## config.mk

```make
export PLATFORM = sky130hd
export DESIGN_NAME = max_pool_2x2
export DESIGN_NICKNAME = d
export VERILOG_FILES = /design/src/rtl/max_pool_2x2.sv
export SDC_FILE = /design/constraint.sdc
export NUM_CORES = 2
export LEC_CHECK = 0
export BUFFER_PORTS_ARGS = -buffer_cell sky130_fd_sc_hd__clkbuf_2
export CAP_MARGIN = 20
export CORE_ASPECT_RATIO = 0.7
export CORE_MARGIN = 1.5
export CORE_UTILIZATION = 50
export DETAILED_ROUTE_END_ITERATION = 10
export PLACE_DENSITY = 0.65
export SYNTH_ARGS = -nofsm -noshare
export SYNTH_HDL_FRONTEND = slang
export SYNTH_SLANG_ARGS = --single-unit
```

## constraint.sdc

```tcl
create_clock -name clk -period 8 [get_ports clk]
set_input_delay 2.4 -clock clk [delete_from_list [all_inputs] [get_ports clk]]
set_output_delay 2.4 -clock clk [all_outputs]
set_load 0.05 [all_outputs]
```

## src/rtl/max_pool_2x2.sv

```systemverilog
// Purpose: streaming 2x2 max-pool of a raster pixel stream, halving width and height.
// Latency: outPixel/outValid register one cycle after the odd-row/odd-column pixel is accepted.
// Backpressure: none; every accepted pixel is consumed and every outValid cycle must be taken.
module max_pool_2x2 #(
    parameter int WORD_SIZE = 8,
    parameter int IN_WIDTH  = 538,
    parameter int IN_HEIGHT = 538
) (
    input  logic                 clk,
    input  logic                 rst_n,
    input  logic                 clear,
    input  logic [WORD_SIZE-1:0] inPixel,
    input  logic                 inValid,
    output logic [WORD_SIZE-1:0] outPixel,
    output logic                 outValid,
    output logic                 outLast,
    output logic                 frameDone
);

    localparam int HALF_W = IN_WIDTH / 2;
    localparam int CW     = (IN_WIDTH > 1) ? $clog2(IN_WIDTH) : 1;
    localparam int RW     = (IN_HEIGHT > 1) ? $clog2(IN_HEIGHT) : 1;
    localparam int IW     = (HALF_W > 1) ? $clog2(HALF_W) : 1;

    localparam logic [CW-1:0] LAST_COL      = CW'(IN_WIDTH - 1);
    localparam logic [RW-1:0] LAST_ROW      = RW'(IN_HEIGHT - 1);
    // Last column that closes a full horizontal pair; an odd trailing column never does.
    localparam logic [CW-1:0] LAST_PAIR_COL = CW'(2 * HALF_W - 1);
    // Last row that closes a full vertical pair; an odd trailing row is counted but unused.
    localparam logic [RW-1:0] LAST_PAIR_ROW = RW'(2 * (IN_HEIGHT / 2) - 1);

    logic [CW-1:0]        col_cnt;
    logic [RW-1:0]        row_cnt;
    logic [WORD_SIZE-1:0] hold_reg;
    logic [WORD_SIZE-1:0] line_buf [HALF_W];

    logic                 accept;
    logic                 col_wrap;
    logic                 frame_end;
    logic                 pair_done;
    logic                 buf_wr;
    logic                 emit;
    logic [IW-1:0]        buf_idx;
    logic [WORD_SIZE-1:0] buf_rd;
    logic [WORD_SIZE-1:0] h_max;
    logic [WORD_SIZE-1:0] v_max;

    assign accept    = inValid && !clear;
    assign col_wrap  = (col_cnt == LAST_COL);
    assign frame_end = col_wrap && (row_cnt == LAST_ROW);
    // Odd columns always fall inside a complete pair, even when the row width is odd.
    assign pair_done = accept && col_cnt[0];
    // Even rows park their horizontal maxima; an unpaired trailing row writes nothing.
    assign buf_wr    = pair_done && !row_cnt[0] && (row_cnt < LAST_PAIR_ROW);
    assign emit      = pair_done && row_cnt[0];

    assign buf_idx = IW'(col_cnt >> 1);
    assign buf_rd  = line_buf[buf_idx];
    assign h_max   = (inPixel > hold_reg) ? inPixel : hold_reg;
    assign v_max   = (buf_rd > h_max) ? buf_rd : h_max;

    // Raster position counters, horizontal-pair hold register and pooled output registers.
    always_ff @(posedge clk or negedge rst_n) begin
        if (!rst_n) begin
            col_cnt   <= '0;
            row_cnt   <= '0;
            hold_reg  <= '0;
            outPixel  <= '0;
            outValid  <= 1'b0;
            outLast   <= 1'b0;
            frameDone <= 1'b0;
        end else if (clear) begin
            col_cnt   <= '0;
            row_cnt   <= '0;
            outValid  <= 1'b0;
            outLast   <= 1'b0;
            frameDone <= 1'b0;
        end else begin
            outValid  <= emit;
            outLast   <= emit && (col_cnt == LAST_PAIR_COL);
            frameDone <= accept && frame_end;
            if (emit) begin
                outPixel <= v_max;
            end
            if (accept) begin
                if (!col_cnt[0]) begin
                    hold_reg <= inPixel;
                end
                if (col_wrap) begin
                    col_cnt <= '0;
                    row_cnt <= (row_cnt == LAST_ROW) ? '0 : row_cnt + 1'b1;
                end else begin
                    col_cnt <= col_cnt + 1'b1;
                end
            end
        end
    end

    // Half-row line buffer; always written on an even row before the odd row reads it.
    always_ff @(posedge clk) begin
        if (buf_wr) begin
            line_buf[buf_idx] <= h_max;
        end
    end

endmodule
```

==> results.py <==
metrics = {
    "worst_setup_path": {
        "critPathMaxStageDelay_ps": 950,
        "worstSetupPathType": "flop to flop",
        "cp_cell_sequence": "buf_4, mux4_2, mux2i_1, o22ai_1, o21ai_0, nand2_1, nor4_1, nand2b_1, ha_1, nand3_1, a21oi_1, o31ai_1, nand3_1, o211ai_1",
        "cpMostUsedCell": "nand3_1",
        "critPathCaptureType": "flop",
        "crit_arrival_ps": 6930,
        "crit_slowest_cell": "dfrtp_4",
        "start_kind": "flop",
        "crit_start": "col_cnt[1]$_DFFE_PN0P_",
        "path_max_fanout": 29,
        "rrSetupSlack_ps": 1810,
        "worstPathRequired_ps": 8740,
        "r2r-start": "col_cnt[1]$_DFFE_PN0P_",
    },
    "global_route": {
        "grt_pass1_wl_um": 326000,
        "antenna_found_initial": 10,
        "grt_max_degree": 205,
        "gr-total-overflow": 0,
        "grt_pass1_vias": 42600,
        "grtUsageTotal": 0.264,
    },
    "final_layout": {
        "layout.cells.most_common": "edfxtp_1",
        "finalNetCount": 4456,
        "largest_register": "line_buf",
        "largest_reg_flops": 2152,
        "final_core_util": 0.555,
        "final_cell_mix": "edfxtp_1, mux4_2, nor2_1",
        "design_area_um2": 95100,
        "instances_no_fill": 6841,
        "syn_to_final_growth_pct": 10.1,
        "reg.largest.list": "line_buf x2152, col_cnt x10, row_cnt x10",
        "layout-drive-gt1-share": 0.190,
    },
    "placement": {
        "dp_cells": 6482,
        "port_buffers": 22,
        "postPlaceCellArea_um2": 88900,
        "gp_congestion": 0.908,
        "dp_hpwl_um": 138000,
    },
    "logic_synthesis": {
        "synthMuxAreaShare": 0.151,
        "ys_warn_count": 0,
        "synth_area_um2": 86300,
        "syn_inst": 4357,
        "yosys.cell_types.count": 72,
        "synth_compound_area_frac": 0.0308,
        "yosysSeqAreaShare": 0.760,
        "synth_top_family_by_area": "multiplexers",
        "syn-num-nets": 4390,
        "synth-xor-area-share": 0.000913,
        "synth-simple-area-share": 0.0346,
        "synth_top_area_cell": "edfxtp_1",
        "synthArstFlopShare": 0.0178,
        "synth_edf_count": 2152,
        "yosys_register_bits": 2191,
        "synth_adder_area_share": 0.00304,
        "synth.top_cell.area_share": 0.748,
        "synthTopCellsByArea": "edfxtp_1, mux4_2, mux2i_1",
        "syn_area_per_cell_um2": 19.8,
        "ys.flop_type": "edfxtp_1",
    },
    "sta": {
        "tightest_slew_ps": 1380,
        "finClkSkew_ps": 51.0,
        "setup_viol_count_final": 0,
        "max_freq_mhz": 162,
        "fin_setup_tns_ps": 0,
        "slew_headroom": 0.0735,
        "rsz0062_at_grt": "false",
        "post-route-period-util": 0.773,
        "final_max_slew_viol_count": 0,
        "fin_crit_ps": 6190,
        "hold_violations": 0,
    },
    "cts": {
        "cts_setup_buffers": 0,
        "root_buffer": "clkbuf_16",
        "cts_resized": 0,
        "cts_buffers": 193,
        "cts_buffer_depth": 3,
        "clock-sinks": 2191,
        "clock_latency_ps": 850,
        "cts_tree": "built",
        "cts_hold_buf": 0,
        "htreeDepth": 4,
        "clk_pin_slew_ps": 70,
    },
    "pwr": {
        "vdd_ir_drop_max_mv": 0.236,
        "power_density_nw_per_um2": 253,
        "p_leak_nw": 29.0,
    },
    "status": {
        "outcome": "completed",
    },
    "detailed_routing": {
        "drt_iter0_drc": 6696,
        "routed_wirelength_um": 229000,
        "ant_nets": 0,
        "vias_per_cell": 6.50,
        "drc": 0,
        "wire_per_inst_um": 33.5,
        "num_vias": 44500,
        "first_pass_iters": 6,
    },
    "floorplan": {
        "die_y_um": 351,
        "coreArea_um2": 171000,
        "io_pins": 23,
        "start_util": 0.504,
        "die_w_um": 500,
        "dieArea_um2": 175000,
        "num_rows": 127,
    },
    "job": {
        "drv_cap": 0,
    },
    "hold_path": {
        "hold_class": "flop to flop",
        "hold_start": "row_cnt[4]$_DFFE_PN0P_",
    },
}
synth_stat cells (13+ instances only):
master    count
ha_1         21
buf_2        55
mux4_2      423
and3_1       13
a31oi_1      23
nand3_1      61
and2_1       13
edfxtp_1   2152
buf_6        45
a221oi_1     35
nor2_1      336
nand2_1     167
buf_4        21
nand4_1      23
nor3_1       16
mux2_2       30
mux2i_1     320
o22ai_1      42
dfrtp_1      39
a21oi_1      41
a32oi_1      13
a22oi_1      94
buf_1        15
o21ai_0      80
inv_1        25
clkbuf_1    109
final cells by class:
class                      instances  area, µm²
inverter                          29        116
tap                             2257       2820
fill                           12900      76200
antenna                            6       15.0
sequential                      2191      65600
clock inverter                    97        913
timing repair buffer             126       1140
multi-input combinational       1882      19300
clock buffer                     253       5190
final timing paths:
kind,endpoint,depth (start not counted)
setup reg to reg,outPixel[4]$_DFFE_PN0P_,14
max in group asynchronous,col_cnt[2]$_DFFE_PN0P_,2
setup / recovery,outPixel[4]$_DFFE_PN0P_,14
hold reg to reg,row_cnt[4]$_DFFE_PN0P_,2
hold / removal,row_cnt[4]$_DFFE_PN0P_,2
min in group asynchronous,hold_reg[1]$_DFFE_PN0P_,2
routing by layer:
metal	vias up	part of all wire	GRT usage	routed length [µm]
met5	-	0.000057	0	13
met4	2	0.029	0.0806	6760
met3	381	0.12	0.0732	27800
met2	2615	0.42	0.364	97300
met1	23500	0.43	0.409	97600
li1	18000	-	-	-
worst max-delay path: cells and delay by family (launching register included):
kind / cells / cell delay [ps]
AOI/OAI and AO/OA: 5 / 1900
and+or+nand+nor: 5 / 1440
DFF: 1 / 950
muxes: 2 / 900
buffers and inverters: 1 / 550
adders and majority gates: 1 / 320
kinds of logic (layout without fill, tap and decap cells):
| logic type | count (synthesis) | count (layout) |
|---|---|---|
| flops | 2191 | 2191 |
| mux | 773 | 773 |
| simple gates | 686 | 686 |
| compound gates | 393 | 393 |
| buf+inv | 284 | 505 |
| fa+ha+maj | 21 | 21 |
| xor+xnor | 9 | 9 |
| other cells | 0 | 6 |
through the flow:
stage                     hold slack, ps  setup WS [ps]  power [W]
after global placement               540           1280     0.0151
final                                575           1810     0.0241
after floorplan                      504            426     0.0145
after detailed placement             562           1310     0.0152
after CTS                            572           1960     0.0242
after global routing                 607           1680     0.0247
power by group:
group | switching [W] | total, W | internal, W | leakage (nW)
Clock | 0.00409 | 0.00920 | 0.00511 | 2.97
Combinational | 0.00120 | 0.00154 | 0.000340 | 6.12
Sequential | 0.0000151 | 0.0134 | 0.0133 | 19.9
Total | 0.00531 | 0.0241 | 0.0188 | 29.0
Power figures use the tool's default switching activity.
